==> src/rtl/mem_arb_pkg.sv <==
// -----------------------------------------------------------------------------
// mem_arb_pkg
// Shared definitions for the memory arbiter: the arbiter state encoding and
// the posted-write entry layout at the default bus widths.
// -----------------------------------------------------------------------------
package mem_arb_pkg;

    localparam int STATE_W = 2;
    localparam int DEF_AW  = 32;
    localparam int DEF_DW  = 32;

    localparam logic [STATE_W-1:0] IDLE_ENC  = 2'd0;
    localparam logic [STATE_W-1:0] IREAD_ENC = 2'd1;
    localparam logic [STATE_W-1:0] DREAD_ENC = 2'd2;
    localparam logic [STATE_W-1:0] WRITE_ENC = 2'd3;

    typedef enum logic [STATE_W-1:0] {
        ST_IDLE  = IDLE_ENC,
        ST_IREAD = IREAD_ENC,
        ST_DREAD = DREAD_ENC,
        ST_WRITE = WRITE_ENC
    } arb_state_e;

    // One posted store as it travels to the bus.
    typedef struct packed {
        logic [DEF_AW-1:0] addr;
        logic [DEF_DW-1:0] data;
    } bus_entry_t;

endpackage

==> src/rtl/wbuf_fifo.sv <==
// -----------------------------------------------------------------------------
// wbuf_fifo
// In-order synchronous FIFO used as the posted-write buffer.
//   clk, rst   : clock, asynchronous active-high reset
//   push_i     : enqueue wdata_i (ignored while full)
//   pop_i      : dequeue head (ignored while empty)
//   wdata_i    : entry to enqueue
//   rdata_o    : current head entry
//   count_o    : number of stored entries
//   full_o     : count == DEPTH (registered)
//   empty_o    : count == 0     (registered)
// -----------------------------------------------------------------------------
module wbuf_fifo #(
    parameter int DEPTH = 4,
    parameter int W     = 64
) (
    input  logic                     clk,
    input  logic                     rst,
    input  logic                     push_i,
    input  logic                     pop_i,
    input  logic [W-1:0]             wdata_i,
    output logic [W-1:0]             rdata_o,
    output logic [$clog2(DEPTH):0]   count_o,
    output logic                     full_o,
    output logic                     empty_o
);

    localparam int PTR_W = $clog2(DEPTH);
    localparam int CNT_W = PTR_W + 1;

    logic [W-1:0]     mem_q [DEPTH];
    logic [PTR_W-1:0] wr_ptr_q, rd_ptr_q;
    logic [CNT_W-1:0] count_q, count_d;
    logic             full_q, empty_q;
    logic             do_push, do_pop;

    assign do_push = push_i && (count_q != CNT_W'(DEPTH));
    assign do_pop  = pop_i  && (count_q != '0);

    always_comb begin
        // NOTE: every always_comb output gets a default first so no path
        // leaves it unassigned and infers a latch.
        count_d = count_q;
        case ({do_push, do_pop})
            2'b10:   count_d = count_q + CNT_W'(1);
            2'b01:   count_d = count_q - CNT_W'(1);
            default: count_d = count_q;
        endcase
    end

    // Pointers wrap naturally because DEPTH is a power of two.
    always_ff @(posedge clk or posedge rst) begin
        // NOTE: sequential state uses non-blocking assignments so every
        // register samples pre-edge values regardless of statement order.
        if (rst) begin
            wr_ptr_q <= '0;
            rd_ptr_q <= '0;
            count_q  <= '0;
            full_q   <= 1'b0;
            empty_q  <= 1'b1;
        end else begin
            if (do_push) wr_ptr_q <= wr_ptr_q + PTR_W'(1);
            if (do_pop)  rd_ptr_q <= rd_ptr_q + PTR_W'(1);
            count_q <= count_d;
            full_q  <= (count_d == CNT_W'(DEPTH));
            empty_q <= (count_d == '0);
        end
    end

    // NOTE: storage is not reset; count and pointers define which entries
    // are valid, so clearing the array would only cost reset fan-out.
    always_ff @(posedge clk) begin
        if (do_push) mem_q[wr_ptr_q] <= wdata_i;
    end

    assign rdata_o = mem_q[rd_ptr_q];
    assign count_o = count_q;
    assign full_o  = full_q;
    assign empty_o = empty_q;

endmodule

==> src/rtl/mem_arbiter.sv <==
// -----------------------------------------------------------------------------
// mem_arbiter
// Merges instruction refills, data reads and posted stores onto a single
// request/ack memory bus.
//   Core side : i_iread_en/i_iaddr -> o_inst/o_iread_vd (refill)
//               i_dread_en/i_daddr -> o_drdata/o_dread_vd (data read)
//               i_dwrite_en/i_daddr/i_dwdata (posted store)
//               o_wfull, o_wempty, o_overflow (write buffer status)
//   Bus side  : o_mem_req/o_mem_we/o_mem_addr/o_mem_wdata, i_mem_ack/i_mem_rdata
// -----------------------------------------------------------------------------
module mem_arbiter
    import mem_arb_pkg::*;
#(
    parameter int WBUF_DEPTH = 4,
    parameter int AW         = 32,
    parameter int DW         = 32
) (
    input  logic          clk,
    input  logic          rst,
    input  logic          i_iread_en,
    input  logic [AW-1:0] i_iaddr,
    output logic [DW-1:0] o_inst,
    output logic          o_iread_vd,
    input  logic          i_dread_en,
    input  logic          i_dwrite_en,
    input  logic [AW-1:0] i_daddr,
    input  logic [DW-1:0] i_dwdata,
    output logic [DW-1:0] o_drdata,
    output logic          o_dread_vd,
    output logic          o_wfull,
    output logic          o_wempty,
    output logic          o_overflow,
    output logic          o_mem_req,
    output logic          o_mem_we,
    output logic [AW-1:0] o_mem_addr,
    output logic [DW-1:0] o_mem_wdata,
    input  logic          i_mem_ack,
    input  logic [DW-1:0] i_mem_rdata
);

    localparam int EW = AW + DW;

    arb_state_e state_q, state_d;

    logic          mem_req_q,   mem_req_d;
    logic          mem_we_q,    mem_we_d;
    logic [AW-1:0] mem_addr_q,  mem_addr_d;
    logic [DW-1:0] mem_wdata_q, mem_wdata_d;
    logic [DW-1:0] inst_q,      inst_d;
    logic [DW-1:0] drdata_q,    drdata_d;
    logic          iread_vd_q,  iread_vd_d;
    logic          dread_vd_q,  dread_vd_d;
    logic          overflow_q;

    logic                        wbuf_pop;
    logic [EW-1:0]               wbuf_head;
    logic [$clog2(WBUF_DEPTH):0] wbuf_count;
    logic                        wbuf_full, wbuf_empty, wbuf_nonempty;
    logic                        iread_pend, dread_pend;

    wbuf_fifo #(
        .DEPTH (WBUF_DEPTH),
        .W     (EW)
    ) u_wbuf (
        .clk     (clk),
        .rst     (rst),
        .push_i  (i_dwrite_en),
        .pop_i   (wbuf_pop),
        .wdata_i ({i_daddr, i_dwdata}),
        .rdata_o (wbuf_head),
        .count_o (wbuf_count),
        .full_o  (wbuf_full),
        .empty_o (wbuf_empty)
    );

    assign wbuf_nonempty = (wbuf_count != '0);

    // A requester that just got its valid pulse still holds its enable for
    // one edge while the cache turns hit; mask it so it is not re-issued.
    assign iread_pend = i_iread_en && !iread_vd_q;
    assign dread_pend = i_dread_en && !dread_vd_q;

    always_comb begin
        state_d     = state_q;
        mem_req_d   = mem_req_q;
        mem_we_d    = mem_we_q;
        mem_addr_d  = mem_addr_q;
        mem_wdata_d = mem_wdata_q;
        inst_d      = inst_q;
        drdata_d    = drdata_q;
        iread_vd_d  = 1'b0;
        dread_vd_d  = 1'b0;
        wbuf_pop    = 1'b0;

        case (state_q)
            ST_IDLE: begin
                // Stores drain completely before any data read so a read
                // never overtakes an older store to the same address.
                if (wbuf_nonempty && (dread_pend || wbuf_full)) state_d = ST_WRITE;
                else if (dread_pend && !wbuf_nonempty)         state_d = ST_DREAD;
                else if (iread_pend)                           state_d = ST_IREAD;
                else if (wbuf_nonempty)                        state_d = ST_WRITE;
            end
            ST_IREAD: if (i_mem_ack) begin
                state_d    = ST_IDLE;
                inst_d     = i_mem_rdata;
                iread_vd_d = 1'b1;
            end
            ST_DREAD: if (i_mem_ack) begin
                state_d    = ST_IDLE;
                drdata_d   = i_mem_rdata;
                dread_vd_d = 1'b1;
            end
            ST_WRITE: if (i_mem_ack) begin
                state_d  = ST_IDLE;
                wbuf_pop = 1'b1;
            end
            default: state_d = ST_IDLE;
        endcase

        // Bus outputs are launched once on leaving IDLE and then held.
        if (state_q == ST_IDLE && state_d != ST_IDLE) begin
            mem_req_d = 1'b1;
            mem_we_d  = (state_d == ST_WRITE);
            case (state_d)
                ST_WRITE: begin
                    mem_addr_d  = wbuf_head[EW-1:DW];
                    mem_wdata_d = wbuf_head[DW-1:0];
                end
                ST_DREAD: begin
                    mem_addr_d  = i_daddr;
                    mem_wdata_d = '0;
                end
                default: begin
                    mem_addr_d  = i_iaddr;
                    mem_wdata_d = '0;
                end
            endcase
        end else if (state_q != ST_IDLE && state_d == ST_IDLE) begin
            mem_req_d = 1'b0;
            mem_we_d  = 1'b0;
        end
    end

    always_ff @(posedge clk or posedge rst) begin
        if (rst) begin
            state_q     <= ST_IDLE;
            mem_req_q   <= 1'b0;
            mem_we_q    <= 1'b0;
            mem_addr_q  <= '0;
            mem_wdata_q <= '0;
            inst_q      <= '0;
            drdata_q    <= '0;
            iread_vd_q  <= 1'b0;
            dread_vd_q  <= 1'b0;
            overflow_q  <= 1'b0;
        end else begin
            state_q     <= state_d;
            mem_req_q   <= mem_req_d;
            mem_we_q    <= mem_we_d;
            mem_addr_q  <= mem_addr_d;
            mem_wdata_q <= mem_wdata_d;
            inst_q      <= inst_d;
            drdata_q    <= drdata_d;
            iread_vd_q  <= iread_vd_d;
            dread_vd_q  <= dread_vd_d;
            // A store that finds the buffer full is lost; flag it until reset.
            if (i_dwrite_en && wbuf_full) overflow_q <= 1'b1;
        end
    end

    assign o_inst      = inst_q;
    assign o_iread_vd  = iread_vd_q;
    assign o_drdata    = drdata_q;
    assign o_dread_vd  = dread_vd_q;
    assign o_wfull     = wbuf_full;
    assign o_wempty    = wbuf_empty;
    assign o_overflow  = overflow_q;
    assign o_mem_req   = mem_req_q;
    assign o_mem_we    = mem_we_q;
    assign o_mem_addr  = mem_addr_q;
    assign o_mem_wdata = mem_wdata_q;

endmodule

==> config.mk <==
export PLATFORM = sky130hd
export DESIGN_NAME = mem_arbiter
export DESIGN_NICKNAME = d
export VERILOG_FILES = /design/src/rtl/mem_arb_pkg.sv /design/src/rtl/wbuf_fifo.sv /design/src/rtl/mem_arbiter.sv
export SDC_FILE = /design/constraint.sdc
export NUM_CORES = 1
export LEC_CHECK = 0
export ABC_AREA = 1
export CORE_ASPECT_RATIO = 1.5
export CORE_MARGIN = 2
export CORE_UTILIZATION = 53
export CTS_CLUSTER_DIAMETER = 120
export DETAILED_ROUTE_END_ITERATION = 12
export HOLD_SLACK_MARGIN = 0.03
export PLACE_DENSITY = 0.84
export SLEW_MARGIN = 0
export SYNTH_ARGS = -nofsm -noshare
export SYNTH_HDL_FRONTEND = slang
export SYNTH_HIERARCHICAL = 1
export SYNTH_SLANG_ARGS = --single-unit
==> constraint.sdc <==
create_clock -name clk -period 4.95 [get_ports clk]
set_clock_uncertainty 0.05 [all_clocks]
set_input_delay 0.99 -clock clk [delete_from_list [all_inputs] [get_ports clk]]
set_output_delay 0.99 -clock clk [all_outputs]
set_load 0.05 [all_outputs]
Word-level counts from Yosys, hierarchy flattened:

Memories as Yosys holds them, arrays and structs flattened.
Cells that the tools add are included.

* register bits after elaboration: 144
* bits in latches: 0
* RAM bits: 256
* memory bits (read-only): 0
* output and inout port bits: 135
* word-level logic and storage cells: 70
* memories kept: 1

* $add $sub $neg: 4
* $mul: 0
* div/mod/pow operators: 0
* magnitude comparators: 0
* equal/unequal tests: 9
* shifts and indexed selects: 0
* mux-type cells: 18
* bitwise logic cells: 0
* reductions and logical operators: 23

Memories
* u_wbuf.mem_q: words 4, bits a word 64, rd ports 1, clocked after memory_dff 0, write ports 1, RTL line wbuf_fifo.sv:31 `logic [W-1:0] mem_q [DEPTH];`

Operator list (count)
* $pmux W32 S2: 1
* $mux W32: 1
* $eq A2 B2 Y1 const B: 5
* $mux W2: 5
* $logic_and A1 B1 Y1: 9
* $mux W1: 9
* $pmux W3 S2: 1
* $reduce_bool A2 Y1: 3
* $add A2 B1 Y2 const B: 2
* $eq A2 B1 Y1 const B: 2
* $logic_not A2 Y1: 2
* $pmux W2 S2: 1
* $reduce_and A2 Y1: 2
* $add A3 B1 Y3 const B: 1
* $eq A3 B3 Y1 const B: 1
* $logic_not A1 Y1: 3
* $logic_not A3 Y1: 1
* $ne A3 B3 Y1 const B: 1
* $reduce_bool A3 Y1: 1
* $reduce_or A3 Y1: 1
* $sub A3 B1 Y3 const B: 1
* $logic_or A1 B1 Y1: 1

Depth between registers and ports, before layout:

* depth after elaboration: 10
* mapped depth: 14

Hierarchy:

The synthesis kept the hierarchy.

By module, submodules not included
* wbuf_fifo: instances 1, cells an instance 679, area each 9988.3 µm², seq. area each 7913.8 µm²
* mem_arbiter: instances 1, cells an instance 731, area each 5913.2 µm², seq. area each 3378.2 µm²

Worst setup path after synthesis:

Ideal clock, no wire load.

* kind: input-to-reg
* from: in i_dwrite_en
* to: mem u_wbuf.mem_q[0][0] (enable)
* setup time: 0.487 ns
* arrival: 3.847 ns
* setup slack: 0.566 ns
* cell stages on the path: 2
* cells stage by stage: nand2_1 -> nor2_1

* longest elaborated chain between the ends: 3

RTL lines
* start: declaration: RTL line mem_arbiter.sv:25 `input logic i_dwrite_en,`
* $logic_and A1 B1 Y1: RTL line wbuf_fifo.sv:37 `assign do_push = push_i && (count_q != CNT_W'(DEPTH));`
* $mux W1: RTL line wbuf_fifo.sv:73 `if (do_push) mem_q[wr_ptr_q] <= wdata_i;`
* $mux W1 (not written as such): RTL line wbuf_fifo.sv:73
* end: declaration: RTL line wbuf_fifo.sv:31

No other way between the ends.

Worst setup path in the final report:

* from: in i_iread_en
* to: reg mem_wdata_q[18] (netlist: o_mem_wdata[18])

* longest elaborated chain between the ends: 7
* elaborated cells between the ends (all ways): 9
* classes of those cells: eq/ne (1); mux (5); reduce/logical (3)

RTL lines
* start: declaration: RTL line mem_arbiter.sv:20 `input logic i_iread_en,`
* $logic_and A1 B1 Y1 (*): RTL line mem_arbiter.sv:80 `assign iread_pend = i_iread_en && !iread_vd_q;`
* $mux W2 (*): RTL line mem_arbiter.sv:101 `else if (iread_pend) state_d = ST_IREAD;`
* $mux W2 (*): RTL line mem_arbiter.sv:100 `else if (dread_pend && !wbuf_nonempty) state_d = ST_DREAD;`
* $mux W2 (*): RTL line mem_arbiter.sv:99 `if (wbuf_nonempty && (dread_pend || wbuf_full)) state_d = ST_WRITE;`
* $pmux W2 S2 (*): RTL line mem_arbiter.sv:95 `case (state_q)`
* $eq A2 B2 Y1 / $reduce_bool A2 Y1 (equally long branches): RTL line mem_arbiter.sv:125, mem_arbiter.sv:122
* $mux W32 / $logic_and A1 B1 Y1 (equally long branches): RTL line mem_arbiter.sv:125, mem_arbiter.sv:122
* end signal: assignment: RTL line mem_arbiter.sv:162 `mem_wdata_q <= mem_wdata_d;`
* end: declaration: RTL line mem_arbiter.sv:48 `logic [DW-1:0] mem_wdata_q, mem_wdata_d;`

Mark *: on every way between the ends. The rest lies on a longest branch, timed or not.
A chain may end at the register's enable or synchronous reset.

==> run summary <==
status = completed
Initial Util = 0.539
Reg clk slew, reported paths = 0.06 ns
Area Growth Syn to Fin = 25.1%
total track usage = 0.239
via count = 11,400
Synth Area in Simple Gates = 0.148
Hold Path Class = reg2reg
Synth Register Bits = 400
CP bufs+invs = 5
Tot Pwr = 13.5 mW
CTS Buf Count = 36
DRT iter0 DRCs = 895
Worst Reg-to-Reg Cells = 11
max-slew violation count = 0
grt met2 use = 0.441
syn_nets = 1,551
final setup TNS = 0 ns
Layout fillers = 2,123
detailed placement HPWL = 24,000 um
Ys Warns = 6
Post-Synth XOR/XNOR Area = 0.00110
Root Buffer = clkbuf_16
number of global-route vias before repair = 11,500
Skew-Pair Late Insertion Delay = 0.52 ns
die area = 31,400 um^2
RePlAce Congestion = 0.808
RSZ-0062 raised after global routing = false
final instance area = 19,900 um^2
CP dominant cell by count = nand2_1
Final min period = 3.36 ns
Die W = 145 um
share of cells above drive strength 1 = 0.0567
Tightest Pin Transition = 1.19 ns
mux share of post-synthesis cell area = 0
cts hold-fix bufs = 0
worst vdd ir = 450 uV
Routed Antenna Nets = 0
fin crit share = 0.680
Hold Worst Slack = 0.408 ns
NumNets Final = 1,791
CTS tree = yes
Clock Sinks = 400
initial antenna violation count = 2
critical path cell sequence = clkdlybuf4s50_1, inv_1, nor2_1, nand2_1, nand2_1, a21oi_4, buf_4, nand2_1, ha_2, clkinv_1, buf_4, nor2_4, nand2_1, nand2_1
vias per cell = 5.49
crit start category = input port
sequential fraction of the synthesis area = 0.710
syn_area_per_cell = 11.3 um^2
Post-Route WL = 38,200 um
num rows = 77
adder-cell share of the synthesized area = 0.00598
first-pass GRT wire length = 59,400 um
Max Cap Viol = 0
Worst slew margin = 0.205
Compound-Gate Fraction of Synth Area = 0.0891
Fmax achieved = 297 MHz
Distinct cells, synth = 34
Worst path top cell family by delay = simple AND/OR/NAND/NOR gates
Finished Core Util = 0.675
Finish-stage setup viols = 0
hold depth = 1
crit path max fanout = 35
critical path type = in2reg
height of the die = 216 um
IO Pins = 269
placed cell areas = 18,800 um^2
Post CTS Setup Buffer Count = 0
core region area = 29,500 um^2
largest family of logic cells by synthesized area = simple AND/OR/NAND/NOR gates
leakage = 7.78 nW
DR DRC count = 0
Max Root-Sink Buffers = 3
global route total overflow = 0
met1 Track Usage GR = 0.276
IO Port Bufs = 268
power per cell area = 678 nW/um^2
CP max stage cell = nor2_4
wire per inst = 18.4 um
met3 global-route usage = 0.0383
final hold violation count = 0
H-tree depth = 2
nature of the critical path endpoint = register
1st-pass router iterations = 5
peak per-stage delay on the critical path = 0.72 ns
WP data required = 5.34 ns
critical path arrival = 3.76 ns
post-cts sizing count = 0
Synth Instances = 1,410
CP Depth = 14
synthesized cell area = 15,900 um^2
largest net degree at the start of global routing = 115
Most Crowded Layer GR = met2
## layer usage
layer	part of all wire	vias to the layer above
met5	0	-
met4	0.029	0
met3	0.066	69
met2	0.54	473
met1	0.37	5539
li1	-	5299
## synth_stat cells, drive strengths merged
cell,instances,area (um^2)
buf,43,339
clkbuf,40,150
o22ai,64,407
fa,1,20.0
a21oi,3,18.8
nand4,1,6.26
inv,61,231
dfrtp,143,3580
edfxtp,256,7690
o31ai,1,7.51
nand3,72,360
dfstp,1,26.3
nand2,279,1060
o21ai,195,976
a21o,1,7.51
nor2,236,903
clkinv,2,7.51
ha,6,75.1
xor2,2,17.5
nor3,3,25.0
## cell type report
class                   instances  area [um^2]  share of cell area
clock buffers                  50          995              0.0500
multi-input cells             864         3920               0.197
inverters                      63          244              0.0123
clock inverters                14          126             0.00635
diodes                          2         5.00            0.000252
repair buffers                285         2810               0.141
well taps                     395          494              0.0248
flip-flops and latches        400        11300               0.568
## logic make-up after synthesis
| kind of cell | after synthesis |
|---|---|
| AOI/OAI and AO/OA | 264 |
| xor gates and xnor gates | 2 |
| adders and majority gates | 7 |
| buffers and inverters | 146 |
| DFF | 400 |
| and+or+nand+nor | 591 |
## worst reg2reg max path, cell delays in order, from the launching register on
cell,delay (ns)
dfrtp_1,0.44
nor2_4,0.25
nand3_1,0.14
nand2_2,0.09
inv_2,0.23
nand2_1,0.16
ha_2,0.19
clkinv_1,0.06
buf_4,0.26
nor2_4,0.72
nand2_1,0.14
nand2_1,0.11
## where the power goes
part	switching, mW	leakage (nW)	internal [mW]
clock network	1.15	0.547	1.51
registers	0.386	4.13	4.52
logic	4.18	3.10	1.73
total	5.71	7.78	7.77
## layout by cell type (no fill, tap or decap), types with 2 or more instances in the layout
master           Yosys  layout
clkbuf_16            0      37
buf_4                6      17
clkinv_2             0       7
o21ai_0            127     127
inv_2                8       8
xor2_1               2       2
nor2_4               2       6
clkdlybuf4s50_1      0     268
clkinvlp_4           0       2
clkbuf_1            40      11
nor3_2               2       2
bufinv_16            0       2
nand2_1            277     277
a21oi_1              2       2
clkbuf_8             0       2
inv_1               52      51
diode_2              0       2
o22ai_1             63      63
dfrtp_1            143     141
nor2_1             233     229
o21ai_1             68      68
edfxtp_1           256     256
nand3_1             72      72
clkinv_1             2       4
ha_1                 6       5
## state kept, by name (all words and copies together), names as in the netlist, 2 cells and up
signal / cells
u_wbuf/mem_q: 256
o_drdata: 32
o_inst: 32
o_mem_addr: 32
o_mem_wdata: 32
u_wbuf/count_o: 3
state_q: 2
u_wbuf/rd_ptr_q: 2
u_wbuf/wr_ptr_q: 2
## stage by stage
step / setup WS [ns] / instances
final: 1.59 / 2073
after global routing: 1.38 / 2073
after detailed placement: 1.10 / 2007
after global placement: 1.21 / 2007
after floorplan: 0.299 / 1410
after CTS: 1.63 / 2071
## worst paths after layout
check	start	end	slack, ns
min	o_overflow$_DFFE_PP0P_	o_overflow$_DFFE_PP0P_	0.41
min reg2reg	o_overflow$_DFFE_PP0P_	o_overflow$_DFFE_PP0P_	0.41
max	i_iread_en	o_mem_wdata[18]$_DFFE_PP0P_	1.59
max reg2reg	state_q[0]$_DFF_PP0_	o_mem_wdata[18]$_DFFE_PP0P_	2.03
min in group asynchronous	rst	u_wbuf/full_o$_DFF_PP0_	0.82
max in group asynchronous	rst	o_drdata[26]$_DFFE_PP0P_	3.00
No activity file was read; power rests on OpenSTA's default activity.
